===== src/rtl/image_proc_pkg.sv =====
// Shared frame-buffer geometry and readout FSM encoding for the image pipeline.
// The UART-to-BRAM write stage imports the same FRAME_WORDS so both sides agree on frame size.
package image_proc_pkg;

    localparam int FRAME_WORDS     = 196608;
    localparam int FRAME_ADDR_W    = 18;
    localparam int PIXEL_W         = 24;
    localparam int BYTES_PER_PIXEL = 3;
    localparam int BYTE_IDX_W      = 2;

    typedef enum logic [2:0] {
        IDLE,
        READ,
        WAIT_DATA,
        SEND,
        GUARD,
        DONE
    } readout_state_t;

    // Byte 0 is the MSB so bytes leave in the order the write stage received them.
    function automatic logic [7:0] pixel_byte(input logic [PIXEL_W-1:0] px,
                                              input logic [BYTE_IDX_W-1:0] idx);
        logic [7:0] b;
        case (idx)
            2'd0:    b = px[23:16];
            2'd1:    b = px[15:8];
            default: b = px[7:0];
        endcase
        return b;
    endfunction

endpackage


===== src/rtl/frame_readout_controller_if.sv =====
// BRAM read port, UART TX start/busy handshake and frame control/status of the readout stage.
// master = readout controller, slave = surrounding logic (BRAM, UART TX, sequencer).
interface frame_readout_controller_if
    import image_proc_pkg::*;
#(
    parameter int ADDR_W = FRAME_ADDR_W
);
    logic              start;
    logic              en;
    logic [ADDR_W-1:0] addr;
    logic [23:0]       dout;
    logic              tx_busy;
    logic              tx_start;
    logic [7:0]        tx_data;
    logic              busy;
    logic              done;

    modport master (
        input  start, dout, tx_busy,
        output en, addr, tx_start, tx_data, busy, done
    );

    modport slave (
        output start, dout, tx_busy,
        input  en, addr, tx_start, tx_data, busy, done
    );

endinterface


===== src/rtl/pixel_byte_serializer.sv =====
// Holds one 24-bit pixel and walks it out MSB byte first; load restarts at byte 0.
// No latency of its own: byte_data and last_byte follow the registered pixel and index.
module pixel_byte_serializer
    import image_proc_pkg::*;
(
    input  logic               clk,
    input  logic               rst,
    input  logic               load,
    input  logic               advance,
    input  logic [PIXEL_W-1:0] pixel,
    output logic [7:0]         byte_data,
    output logic               last_byte
);

    logic [PIXEL_W-1:0]    pixel_q;
    logic [BYTE_IDX_W-1:0] idx_q;

    always_ff @(posedge clk) begin
        if (rst) begin
            pixel_q <= '0;
            idx_q   <= '0;
        end else if (load) begin
            pixel_q <= pixel;
            idx_q   <= '0;
        end else if (advance) begin
            idx_q <= idx_q + 2'd1;
        end
    end

    assign byte_data = pixel_byte(pixel_q, idx_q);
    assign last_byte = (idx_q == BYTE_IDX_W'(BYTES_PER_PIXEL - 1));

endmodule


===== src/rtl/frame_readout_controller.sv =====
// Reads the frame buffer word 0..NUM_WORDS-1 and streams each word as 3 bytes to the UART TX.
// First tx_start 2+RD_LATENCY cycles after start; holds in SEND while tx_busy is high, no timeout.
module frame_readout_controller
    import image_proc_pkg::*;
#(
    parameter int NUM_WORDS  = FRAME_WORDS,
    parameter int ADDR_W     = FRAME_ADDR_W,
    parameter int RD_LATENCY = 2
)(
    input  logic                        clk,
    input  logic                        rst,
    frame_readout_controller_if.master  bus
);

    if (RD_LATENCY < 1 || RD_LATENCY > 2) begin : g_bad_latency
        $error("frame_readout_controller: RD_LATENCY must be 1 or 2");
    end
    if (NUM_WORDS < 1 || NUM_WORDS > (1 << ADDR_W)) begin : g_bad_words
        $error("frame_readout_controller: NUM_WORDS does not fit ADDR_W");
    end

    localparam logic [ADDR_W-1:0] LAST_ADDR = ADDR_W'(NUM_WORDS - 1);
    localparam logic [1:0]        LAT_LAST  = 2'(RD_LATENCY - 1);

    readout_state_t    state_q, state_d;
    logic [ADDR_W-1:0] addr_q, addr_d;
    logic [1:0]        lat_q, lat_d;

    logic       en_c;
    logic       tx_start_c;
    logic       done_c;
    logic       load;
    logic       advance;
    logic [7:0] ser_byte;
    logic       last_byte;
    logic       last_word;

    assign last_word = (addr_q == LAST_ADDR);

    always_ff @(posedge clk) begin
        if (rst) begin
            state_q <= IDLE;
            addr_q  <= '0;
            lat_q   <= '0;
        end else begin
            state_q <= state_d;
            addr_q  <= addr_d;
            lat_q   <= lat_d;
        end
    end

    always_comb begin
        state_d    = state_q;
        addr_d     = addr_q;
        lat_d      = lat_q;
        en_c       = 1'b0;
        tx_start_c = 1'b0;
        done_c     = 1'b0;
        load       = 1'b0;
        advance    = 1'b0;

        case (state_q)
            IDLE: begin
                if (bus.start) begin
                    state_d = READ;
                end
            end
            READ: begin
                en_c    = 1'b1;
                lat_d   = '0;
                state_d = WAIT_DATA;
            end
            WAIT_DATA: begin
                lat_d = lat_q + 2'd1;
                if (lat_q == LAT_LAST) begin
                    load    = 1'b1;
                    state_d = SEND;
                end
            end
            SEND: begin
                if (!bus.tx_busy) begin
                    tx_start_c = 1'b1;
                    state_d    = GUARD;
                end
            end
            // Gives tx_busy its one cycle to rise before the next byte is offered.
            GUARD: begin
                if (!last_byte) begin
                    advance = 1'b1;
                    state_d = SEND;
                end else if (last_word) begin
                    addr_d  = '0;
                    state_d = DONE;
                end else begin
                    addr_d  = addr_q + ADDR_W'(1);
                    state_d = READ;
                end
            end
            DONE: begin
                done_c  = 1'b1;
                addr_d  = '0;
                state_d = IDLE;
            end
            default: begin
                state_d = IDLE;
            end
        endcase
    end

    pixel_byte_serializer u_serializer (
        .clk       (clk),
        .rst       (rst),
        .load      (load),
        .advance   (advance),
        .pixel     (bus.dout),
        .byte_data (ser_byte),
        .last_byte (last_byte)
    );

    assign bus.en       = en_c;
    assign bus.addr     = addr_q;
    assign bus.tx_start = tx_start_c;
    assign bus.tx_data  = (state_q == SEND) ? ser_byte : 8'h00;
    assign bus.busy     = (state_q != IDLE);
    assign bus.done     = done_c;

endmodule


===== src/flat_wrapper.sv =====
// flat-port wrapper written by rule: the top's interface ports become plain ports
module frame_readout_controller_flat import image_proc_pkg::*;
#(
    parameter int NUM_WORDS  = FRAME_WORDS,
    parameter int ADDR_W     = FRAME_ADDR_W,
    parameter int RD_LATENCY = 2
)
  (clk, rst, bus_start, bus_dout, bus_tx_busy, bus_en, bus_addr, bus_tx_start, bus_tx_data, bus_busy, bus_done);
  frame_readout_controller_if #(.ADDR_W(ADDR_W)) bus_i ();
  input  logic clk;
  input  logic rst;
  input wire logic [$bits(bus_i.start)-1:0] bus_start;
  input wire logic [$bits(bus_i.dout)-1:0] bus_dout;
  input wire logic [$bits(bus_i.tx_busy)-1:0] bus_tx_busy;
  output wire logic [$bits(bus_i.en)-1:0] bus_en;
  output wire logic [$bits(bus_i.addr)-1:0] bus_addr;
  output wire logic [$bits(bus_i.tx_start)-1:0] bus_tx_start;
  output wire logic [$bits(bus_i.tx_data)-1:0] bus_tx_data;
  output wire logic [$bits(bus_i.busy)-1:0] bus_busy;
  output wire logic [$bits(bus_i.done)-1:0] bus_done;
  assign bus_i.start = bus_start;
  assign bus_i.dout = bus_dout;
  assign bus_i.tx_busy = bus_tx_busy;
  assign bus_en = bus_i.en;
  assign bus_addr = bus_i.addr;
  assign bus_tx_start = bus_i.tx_start;
  assign bus_tx_data = bus_i.tx_data;
  assign bus_busy = bus_i.busy;
  assign bus_done = bus_i.done;
  frame_readout_controller #(.NUM_WORDS(NUM_WORDS), .ADDR_W(ADDR_W), .RD_LATENCY(RD_LATENCY)) u_core (.clk(clk), .rst(rst), .bus(bus_i));
endmodule

===== config.mk =====
export PLATFORM = sky130hd
export DESIGN_NAME = frame_readout_controller_flat
export DESIGN_NICKNAME = d
export VERILOG_FILES = /design/src/rtl/image_proc_pkg.sv /design/src/rtl/frame_readout_controller_if.sv /design/src/rtl/pixel_byte_serializer.sv /design/src/rtl/frame_readout_controller.sv /design/src/flat_wrapper.sv
export SDC_FILE = /design/constraint.sdc
export NUM_CORES = 1
export LEC_CHECK = 0
export CORE_ASPECT_RATIO = 1.1
export CORE_MARGIN = 8
export CORE_UTILIZATION = 49
export CTS_BUF_LIST = sky130_fd_sc_hd__clkbuf_16
export DETAILED_ROUTE_END_ITERATION = 7
export MAX_ROUTING_LAYER = met4
export PLACE_DENSITY_LB_ADDON = 0.1
export SYNTH_ARGS = -nofsm -noshare
export SYNTH_HDL_FRONTEND = slang
export SYNTH_SLANG_ARGS = --single-unit

===== constraint.sdc =====
create_clock -name clk -period 2.31 [get_ports clk]
set_input_delay 0.3465 -clock clk [delete_from_list [all_inputs] [get_ports clk]]
set_output_delay 0.3465 -clock clk [all_outputs]
set_load 0.01 [all_outputs]

Word level (Yosys, flattened, before mapping)
Cells that the tools add are included.
Cells by class
  add/sub/neg operators: 3
  reductions and logical operators: 8
  equal/unequal tests: 13
  multiplexer cells: 20
Operators by type and width (number)
  $mux W18: 2
  $pmux W18 S2: 1
  $add A18 B1 Y18 const B: 1
  $eq A18 B18 Y1 const B: 1
  $pmux W8 S2: 1
  $mux W3: 5
  $pmux W3 S5: 1
  $mux W1: 8
  $mux W8: 1
  $eq A3 B2 Y1 const B: 2
  $eq A3 B3 Y1 const B: 2
  $add A2 B1 Y2 const B: 2
  $eq A2 B1 Y1 const B: 2
  $ne A2 B1 Y1 const B: 2
  $ne A2 B2 Y1 const B: 2
  $pmux W2 S2: 1
  $reduce_bool A2 Y1: 2
  $eq A3 B1 Y1 const B: 1
  $logic_not A3 Y1: 1
  $reduce_and A3 Y1: 1
  $reduce_bool A3 Y1: 1
  $eq A2 B2 Y1 const B: 1
  $logic_not A2 Y1: 1
  $reduce_and A2 Y1: 1
  $reduce_or A2 Y1: 1
Word-level totals
  flip-flop bits (word level): 49
  bits of input ports: 28
  word-level logic and storage cells: 49

Logic depth before layout (Yosys ltp)
  depth in word-level cells: 4
  gate-level depth with buffers: 8
  depth with buffers taken out: 6

Cells and area by module
Synthesis repeated with hierarchy kept, for this count alone.
Unflattened totals
  cell total of the unflattened synthesis: 280
  area total of the unflattened synthesis: 2493.6 sq um
By module, submodules not included
  frame_readout_controller: times used 1, cells each 172, area an instance 1351.3 sq um
  pixel_byte_serializer: times used 1, cells each 108, area an instance 1142.3 sq um

Worst setup path after synthesis
No wires, ideal clock.
  kind: register -> register
  start point: reg u_core.addr_q[0] (netlist: u_core.bus.addr[0])
  end point: reg u_core.addr_q[11] (netlist: u_core.bus.addr[11])
  arrival time: 1.735 ns
  slack: 0.453 ns
  clock period less this slack: 1.857 ns
  stages on the path, launching flop included: 6
  library setup time: 0.122 ns
  cells stage by stage: dfxtp_1 -> ha_1 -> nand4_1 -> nor4_4 -> nand2_2 -> a221o_1
On the way
  longest elaborated chain between the ends: 4
  elaborated cells between the ends (all ways): 5
  those cells by class: 1 x add/sub; 1 x eq/ne; 3 x mux
RTL lines
  start, declared: line frame_readout_controller.sv:26  | logic [ADDR_W-1:0] addr_q, addr_d;
  start signal, assigned: line frame_readout_controller.sv:47  | addr_q <= addr_d;
  $add A18 B1 Y18 / $eq A18 B18 Y1 (equally long branches): line frame_readout_controller.sv:95, frame_readout_controller.sv:38
  $mux W18 *: line frame_readout_controller.sv:91  | end else if (last_word) begin
  $mux W18 *: line frame_readout_controller.sv:88  | if (!last_byte) begin
  $pmux W18 S2 *: line frame_readout_controller.sv:62  | case (state_q)
Mark *: on every way between the ends. The rest lies on a longest branch, timed or not. The select of a mux whose other input is x is not followed.
A chain may end at the register's enable or synchronous reset.

Final worst setup path
  start point: reg u_core.state_q[2]
  end point: out bus_done
On the way
  longest elaborated chain between the ends: 2
RTL lines
  start, declared: line frame_readout_controller.sv:25  | readout_state_t state_q, state_d;
  start signal, assigned: line frame_readout_controller.sv:46  | state_q <= state_d;
  $eq A3 B3 Y1: line frame_readout_controller.sv:62
  $mux W1: line frame_readout_controller.sv:62
  end, declared: line flat_wrapper.sv:20  | output wire logic [$bits(bus_i.done)-1:0] bus_done;
Every way passes these cells.

==> results.py <==
metrics = {
    "setup_path": {
        "end_kind": "output pin",
        "timing_worst_setup_path_type": "register to output pin",
        "critical_path.max_fanout": 12,
        "worstPathArrival_ns": 1.84,
        "worstPathRequired_ns": 1.96,
        "start_kind": "register",
    },
    "route": {
        "drtPass1Iterations": 4,
        "starting_drt_drc_count": 150,
        "drt.antenna.violating_nets": 0,
        "routed_wirelength_um": 6703,
        "routed_via_density": 5.688,
        "dr_total_vias": 2497,
        "routed_wl_per_cell_um": 15.27,
        "drcViolationCount": 0,
    },
    "synth": {
        "synthDominantAreaCellType": "sky130_fd_sc_hd__dfxtp_1",
        "post_synth_inst_count": 318,
        "yosys-top-cells-area": "sky130_fd_sc_hd__dfxtp_1, sky130_fd_sc_hd__nand2_1, sky130_fd_sc_hd__a21oi_1",
        "seq_area_frac_synth_pct": 40.21,
        "flop_and_latch_count_out_of_synthesis": 49,
        "synth_nets": 351,
        "ys_flop_type": "sky130_fd_sc_hd__dfxtp_1",
        "yosysTopAreaCellShare_pct": 40.21,
        "synth_enable_flop_cells": 0,
        "synthesis.area_sq_um": 2440,
        "yosys.cell_count.top_type": "sky130_fd_sc_hd__nand2_1",
        "synth_async_sr_flop_share_pct": 0,
        "postSynthAreaPerCell_sq_um": 7.672,
        "yosys_warnings": 0,
        "count_of_cell_types_in_the_netlist": 51,
        "synth_commonest_cells": "sky130_fd_sc_hd__nand2_1, sky130_fd_sc_hd__dfxtp_1, sky130_fd_sc_hd__a21oi_1",
    },
    "global_routing": {
        "grt_antenna_before_repair": 0,
        "grt_util_all_layers_pct": 17.72,
        "globalRoute.totalOverflow": 0,
        "first_pass_grt_wire_length_um": 11050,
        "grt_max_degree": 25,
        "grt_pass1_vias": 2340,
    },
    "pwr": {
        "worst_vdd_rail_ir_drop_mv": 0.3380,
        "static_leak_uw": 0.001151,
        "post_layout_total_power_uw": 1889,
        "power_per_cell_area_nw_per_um2": 573.9,
    },
    "place": {
        "numPortBuffers": 57,
        "dp_cells": 430,
        "dp.final_hpwl_um": 4957,
        "place_congestion": 0.9036,
        "pre_cts_slack_ns": 0.2613,
    },
    "sta": {
        "report.final.hold_viol_count": 0,
        "rsz0062_at_grt": "no",
        "clock_skew_ns": 0.007618,
        "timing.setup.tns_ns": 0,
        "finalSetupViolations": 0,
        "timing.final.max_slew_violations": 0,
        "fmaxAchievable_mhz": 458.0,
        "final.hold.worst_slack_ns": 0.4624,
        "final_critical_path_setup_slack_ns": 0.1265,
        "fin_crit_ns": 2.184,
        "final_min_period_over_clock_period_pct": 94.52,
        "worstMarginPinSlew_ns": 0.5494,
        "slew_headroom_pct": 63.30,
    },
    "floorplanning": {
        "design.core.area_sq_um": 4898,
        "die_y_um": 90.01,
        "design.die.area_sq_um": 7496,
        "placement_rows": 27,
        "die_width_um": 83.28,
        "io_pins": 58,
        "starting_density_pct": 49.81,
    },
    "clock_tree": {
        "cts_root_buf": "sky130_fd_sc_hd__clkbuf_16",
        "cts_tree": "done",
        "numCtsBuffers": 5,
        "cts-htree-levels": 2,
        "clock_sink_count": 49,
        "cts.reportedPaths.clkPinSlew_ns": 0.07,
        "clock_latency_ns": 0.29,
        "cts_buffer_depth": 2,
    },
    "layout": {
        "synthToLayoutAreaGrowth_pct": 34.92,
        "total_area_of_multi_input_combinational_cells_sq_um": 1379,
        "diodes": 0,
        "post_route_cells_drive_above_1_share_pct": 8.661,
        "fill_cell_count": 456,
        "stdcell_count": 439,
        "ff_latch_area_sq_um": 980.9,
        "nets": 413,
    },
    "outcome": {
        "status": "complete, no violations",
    },
    "run": {
        "maxCapViolCount": 0,
    },
    "worst_hold_path": {
        "timing.hold.worst.class": "register to register",
    },
}
## worst max-delay path: stages (launching register included)
cell,delay [ns]
sky130_fd_sc_hd__dfxtp_1,0.51
sky130_fd_sc_hd__and3b_1,0.43
sky130_fd_sc_hd__clkdlybuf4s50_1,0.61
## registers in the layout, indices dropped and copies added, names as in the netlist
signal,count
u_core.u_serializer.idx_q,2
u_core.lat_q,2
u_core.state_q,3
u_core.bus.addr,18
u_core.u_serializer.pixel_q,24
## power by group
group / internal, uW / switching [uW]
combinational: 99.2 / 77.4
sequential: 862 / 23.2
clock: 512 / 316
total: 1470 / 416
## placed cells by master (no fill, tap or decap), types with 10 or more instances in the layout
master	synthesis	routed
sky130_fd_sc_hd__nand2_1	69	69
sky130_fd_sc_hd__clkdlybuf4s50_1	0	49
sky130_fd_sc_hd__dfxtp_1	49	49
sky130_fd_sc_hd__a21oi_1	42	42
sky130_fd_sc_hd__nor2_1	23	23
sky130_fd_sc_hd__buf_4	0	15
sky130_fd_sc_hd__nand3_1	12	12
sky130_fd_sc_hd__o21ai_0	11	11
sky130_fd_sc_hd__a22oi_1	10	10
sky130_fd_sc_hd__nand4_1	10	10
## cell type report
| cell class | instances | area share [%] |
|---|---|---|
| well taps | 58 | 2.204 |
| multi-input cells | 248 | 41.89 |
| clock inverters | 3 | 1.406 |
| repair buffers | 72 | 20.45 |
| clock buffers | 5 | 3.801 |
| flip-flops and latches | 49 | 29.80 |
| inverters | 4 | 0.4561 |
## path summary, 6_finish.rpt
path | to | slack [ns] | cells past startpoint | startpoint
min reg2reg | u_core.u_serializer.pixel_q[4]$_SDFFE_PP0P_ | 0.46 | 2 | u_core.u_serializer.pixel_q[4]$_SDFFE_PP0P_
min | u_core.u_serializer.pixel_q[4]$_SDFFE_PP0P_ | 0.46 | 2 | u_core.u_serializer.pixel_q[4]$_SDFFE_PP0P_
max | bus_done | 0.13 | 2 | u_core.state_q[2]$_SDFFE_PP0P_
max reg2reg | u_core.bus.addr[1]$_SDFFE_PP0P_ | 0.33 | 6 | u_core.bus.addr[0]$_SDFFE_PP0P_
## layer usage
layer	global-route usage (%)	vias up	wire, um
met5	-	-	0
met4	5.132	0	76
met3	3.700	8	258
met2	30.30	56	3458
met1	20.27	1182	2910
li1	-	1251	-
## cells by family (layout without fill, tap and decap cells)
kind of cell / Yosys count / after routing / synth area share, %
simple gates: 158 / 158 / 32.05
compound gates: 78 / 78 / 19.13
flops: 49 / 49 / 40.21
buf+inv: 21 / 84 / 3.281
fa+ha+maj: 5 / 5 / 2.564
mux: 4 / 4 / 1.692
xor+xnor: 3 / 3 / 1.077
## per-stage QoR
stage | utilization, % | instance area, sq um
after floorplan | - | 2440
after global placement | 63.75 | 3123
after detailed placement | 63.75 | 3123
after CTS | 67.05 | 3284
after global routing | 67.20 | 3292
final | 67.20 | 3292
## timing repair
item | 4_1_cts | 5_1_grt
setup buffers | 0 | 1
hold buffers | 0 | 0
setup endpoints to repair | 8 | 1
gates resized for setup | 8 | 0
Note: power is estimated with default switching activity, not from simulation.
